$ cat config.mk
export PLATFORM = sky130hd
export DESIGN_NAME = ifetch_unit
export DESIGN_NICKNAME = d
export VERILOG_FILES = /design/src/rtl/ifetch_unit.sv
export SDC_FILE = /design/constraint.sdc
export NUM_CORES = 1
export LEC_CHECK = 0
export CAP_MARGIN = 25
export CORE_MARGIN = 2
export CORE_UTILIZATION = 45
export DETAILED_ROUTE_END_ITERATION = 6
export PLACE_DENSITY = 0.73
export SLEW_MARGIN = 20
export SYNTH_ARGS = -nofsm -noshare
export SYNTH_HDL_FRONTEND = slang
export SYNTH_SLANG_ARGS = --single-unit
$ cat constraint.sdc
create_clock -name clk -period 5.4 [get_ports clk]
set_input_delay 1.08 -clock clk [delete_from_list [all_inputs] [get_ports clk]]
set_output_delay 1.08 -clock clk [all_outputs]
set_load 0.1 [all_outputs]
$ cat src/rtl/ifetch_unit.sv
// ifetch_unit: instruction fetch FSM with a 2-entry {pc, inst} buffer toward decode.
// Supports redirect, halt and word-addressed sequential fetch.
`default_nettype none

module ifetch_unit #(
    parameter logic [31:0] RESET_PC  = 32'h0000_0000,
    parameter logic [31:0] ADDR_STEP = 32'd1
) (
    input  logic        clk,
    input  logic        rst_n,
    output logic        im_rena,
    output logic        im_wena,
    output logic [31:0] im_addr,
    input  logic [31:0] im_data,
    input  logic        redirect_valid,
    input  logic [31:0] redirect_pc,
    input  logic        halt_req,
    output logic        inst_valid,
    input  logic        inst_ready,
    output logic [31:0] inst_data,
    output logic [31:0] inst_pc,
    output logic [31:0] fetch_cnt
);

    typedef enum logic [1:0] {
        IDLE   = 2'd0,
        FETCH  = 2'd1,
        HALTED = 2'd2
    } state_t;

    state_t      state;
    logic [31:0] pc;
    logic [31:0] tail_pc;
    logic [31:0] tail_inst;
    logic [1:0]  count;
    logic [1:0]  count_nxt;
    logic        pop;
    logic        issue;

    assign pop   = inst_valid & inst_ready;
    assign issue = (state == FETCH) & ~redirect_valid & ~halt_req & ((count < 2'd2) | pop);

    assign im_wena = 1'b0;
    assign im_rena = issue;
    assign im_addr = pc;

    always_comb begin
        count_nxt = count;
        if (redirect_valid) begin
            count_nxt = 2'd0;
        end else begin
            case ({issue, pop})
                2'b10:   count_nxt = count + 2'd1;
                2'b01:   count_nxt = count - 2'd1;
                default: count_nxt = count;
            endcase
        end
    end

    always_ff @(posedge clk or negedge rst_n) begin
        if (!rst_n) begin
            state      <= IDLE;
            pc         <= RESET_PC;
            count      <= 2'd0;
            inst_valid <= 1'b0;
            inst_data  <= 32'd0;
            inst_pc    <= 32'd0;
            tail_pc    <= 32'd0;
            tail_inst  <= 32'd0;
            fetch_cnt  <= 32'd0;
        end else begin
            count      <= count_nxt;
            inst_valid <= (count_nxt != 2'd0);
            if (redirect_valid) begin
                // Redirect wins over halt and drops any in-flight pop.
                pc    <= redirect_pc;
                state <= FETCH;
            end else begin
                case (state)
                    IDLE:    state <= halt_req ? HALTED : FETCH;
                    FETCH:   if (halt_req) state <= HALTED;
                    HALTED:  state <= HALTED;
                    default: state <= IDLE;
                endcase

                if (issue) begin
                    pc        <= pc + ADDR_STEP;
                    fetch_cnt <= fetch_cnt + 32'd1;
                end

                // Head entry drives the decode outputs directly; tail backs it up.
                if (issue && ((count == 2'd0) || ((count == 2'd1) && pop))) begin
                    inst_pc   <= pc;
                    inst_data <= im_data;
                end else if (pop) begin
                    inst_pc   <= tail_pc;
                    inst_data <= tail_inst;
                end

                if (issue && (((count == 2'd1) && !pop) || ((count == 2'd2) && pop))) begin
                    tail_pc   <= pc;
                    tail_inst <= im_data;
                end
            end
        end
    end

endmodule

`default_nettype wire

==> impl_metrics.csv <==
group,metric,value,unit
status,status,"finished, final reports clean",
layout,layout_commonest_cell,"dfrtp_1",
clocking,clk_pin_slew_worst_paths,0.07,ns
setup_path,critPathArrivalTime,3.01,ns
die,die_area,21360,µm²
clocking,cts_tree,"yes",
setup_path,r2r-start,"state[1]$_DFFE_PN0P_",
pwr,p_per_area,636.3,nW/µm²
route,drtPass1Iterations,5,
synthesis,synth.distinct_cells,50,
grt,antenna_found_initial,1,
synthesis,ys_seq_area_share,54.23,%
route,wirelength,21100,µm
die,initial_core_util,46.26,%
timing,tightest_slew,1.058,ns
synthesis,syn_avg_cell_area,11.54,µm²
layout,nets,1045,
layout,drive_gt1_share,11.82,%
die,placementRows,51,
route,antenna_left,0,
timing,period_minus_slack,4.090,ns
setup_path,reg2reg_depth,7,
die,coreArea,19650,µm²
setup_path,worst-setup-path-type,"in2out",
hold_path,min_path_cells,1,
setup_path,r2r-end,"tail_inst[25]$_DFFE_PN0P_",
timing,hold_slack,0.4794,ns
hold_path,worstHoldStart,"fetch_cnt[31]$_DFFE_PN0P_",
pwr,p_leak,4.887,nW
route,wl_met3,1244,µm
route,viasPerCell,5.257,
timing,tns,0,ns
timing,setup_viol,0,
route,wl_per_cell,16.92,µm
hold_path,whs_endpoint,"fetch_cnt[31]$_DFFE_PN0P_",
route,drt_iter0_markers,271,
route,drc_errors,0,
hold_path,hold_class,"reg2reg",
flow_run,maxCapViolCount,0,
synthesis,ys_ff_latch,197,
grt,grt_use_total,20.31,%
placed_design,dpl_cell_area,11130,µm²
setup_path,cp_max_fo,11,
layout,final_cell_mix,"197 x dfrtp_1, 195 x clkdlybuf4s50_1, 84 x nor2_1",
grt,grt_first_pass_wirelength,34910,µm
synthesis,ys_warn_count,0,
timing,finalCritPeriodShare,75.74,%
grt,first_global_vias,6576,
layout,final_area,11750,µm²
pwr,irDropWorstVdd,0.4981,mV
clocking,clockBufferDepth,2,
timing,skew,0.008879,ns
clocking,cts_hold_buf,0,
synthesis,synth_top_flop_cell,"dfrtp_1",
synthesis,async_flop_share,100.0,%
pwr,finalPower,7.477,mW
die,die_x,146.1,µm
clocking,cts_sinks,197,
timing,rsz0062_at_grt,"false",
clocking,htreeDepth,4,
placed_design,hpwl,14310,µm
grt,grt-ovfl-total,0,
synthesis,synth_edf_count,0,
setup_path,cp_data_required_time,4.32,ns
route,route.met2.wl,9810,µm
synthesis,synth_cells,788,
route,top_layer,"met4",
clocking,cts_made_buffers,17,
die,ios,200,
clocking,post_cts_resized,0,
route,via_count,6555,
synthesis,synth_area,9091,µm²
setup_path,worst-r2r-setup-slack,2.44,ns
grt,grt_max_degree,119,
route,met1_length,9574,µm
clocking,root_buffer,"clkbuf_16",
setup_path,endpoint_kind,"output pin",
layout,postLayoutCoreUtil,59.79,%
synthesis,synth_nets,865,
placed_design,place_congestion,0.7724,
clocking,post_cts_buffers,0,
die,chipHeight,146.1,µm
timing,maxSlewViolCount,0,
setup_path,startpoint_type,"primary input",
clocking,clock_latency,0.43,ns
timing,hold_viol,0,
timing,relSlewSlack,29.22,%
layout,syn2layout_area_growth,29.26,%
placed_design,io_buffers,198,
timing,fmax,244.5,MHz
[critical path: stages]
cell	delay [ns]
clkdlybuf4s50_1	0.47
nand2b_1	0.41
or3_1	0.59
inv_4	0.15
buf_4	0.30
[layout make-up]
class | count | area [µm²]
antenna | 1 | 2.502
clock buffer | 17 | 425.4
clock inverter | 15 | 195.2
fill | 1653 | 7903
inverter | 8 | 32.53
multi-input combinational | 541 | 3794
sequential | 197 | 4930
tap | 265 | 331.6
timing repair buffer | 203 | 2041
[where the power goes]
part	switching [mW]	internal, mW	total (mW)
logic	2.78	1.02	3.81
clock network	0.596	0.743	1.34
registers	0.325	2.01	2.33
[how the worst max path moves through the flow]
stage                          from      end  slack, ns  depth (start not counted)
4_1_cts                    halt_req  im_rena       1.31                          5
2_1_floorplan  inst_valid$_DFF_PN0_  im_rena       2.36                          4
3_3_place_gp               halt_req  im_rena       1.39                          5
5_1_grt                    halt_req  im_rena       1.18                          5
3_5_place_dp               halt_req  im_rena       1.32                          5
6_report                   halt_req  im_rena       1.31                          5
[metrics by stage]
| step | worst slack (ns) | instances |
|---|---|---|
| 3_5_place_dp | 1.325 | 1214 |
| 6_report | 1.310 | 1247 |
| 4_1_cts | 1.312 | 1246 |
| 2_1_floorplan | 2.360 | 788 |
| 5_1_grt | 1.176 | 1247 |
| 3_3_place_gp | 1.392 | 1214 |
[metal layers]
layer,GRT usage [%],vias to the layer above
li1,-,3112
met1,27.35,3228
met2,32.24,184
met3,5.344,31
met4,6.650,0
met5,0,-
[cell usage after synthesis, types with 3 or more instances]
cell type,instances,area share (%)
nor4_1,3,0.21
inv_1,7,0.29
or3_1,3,0.21
nor2_1,84,3.5
o21ai_0,24,1.3
buf_12,7,1.5
and3_1,10,0.69
nand3b_1,3,0.25
mux2i_1,69,7.6
mux2_2,58,7.2
buf_2,3,0.17
o311ai_0,3,0.29
and2_1,6,0.41
nand3_1,26,1.4
nor3_1,3,0.17
nand2_1,56,2.3
mux2_4,7,1.2
nand4_1,25,1.7
a21oi_1,65,3.6
o211ai_1,7,0.58
clkbuf_1,20,0.83
and4_1,4,0.39
dfrtp_1,197,54
ha_1,8,1.1
xnor2_1,29,2.8
xor2_1,24,2.3
buf_6,8,0.99
[registers in the layout (all words and copies together) (netlist names)]
signal / cells
inst_valid: 1
state: 2
tail_pc: 32
inst_data: 32
fetch_cnt: 32
count: 2
inst_pc: 32
tail_inst: 32
im_addr: 32
[cells by family (layout without fill, tap and decap cells)]
group,count (synthesis),after routing,share of synthesized area [%]
compound gates,110,110,6.923
xor+xnor,53,53,5.106
fa+ha+maj,8,8,1.101
buf+inv,50,243,4.129
flops,197,197,54.23
mux,134,134,15.94
other cells,1,2,0.04125
simple gates,235,235,12.54
Power figures use the tool's default switching activity.
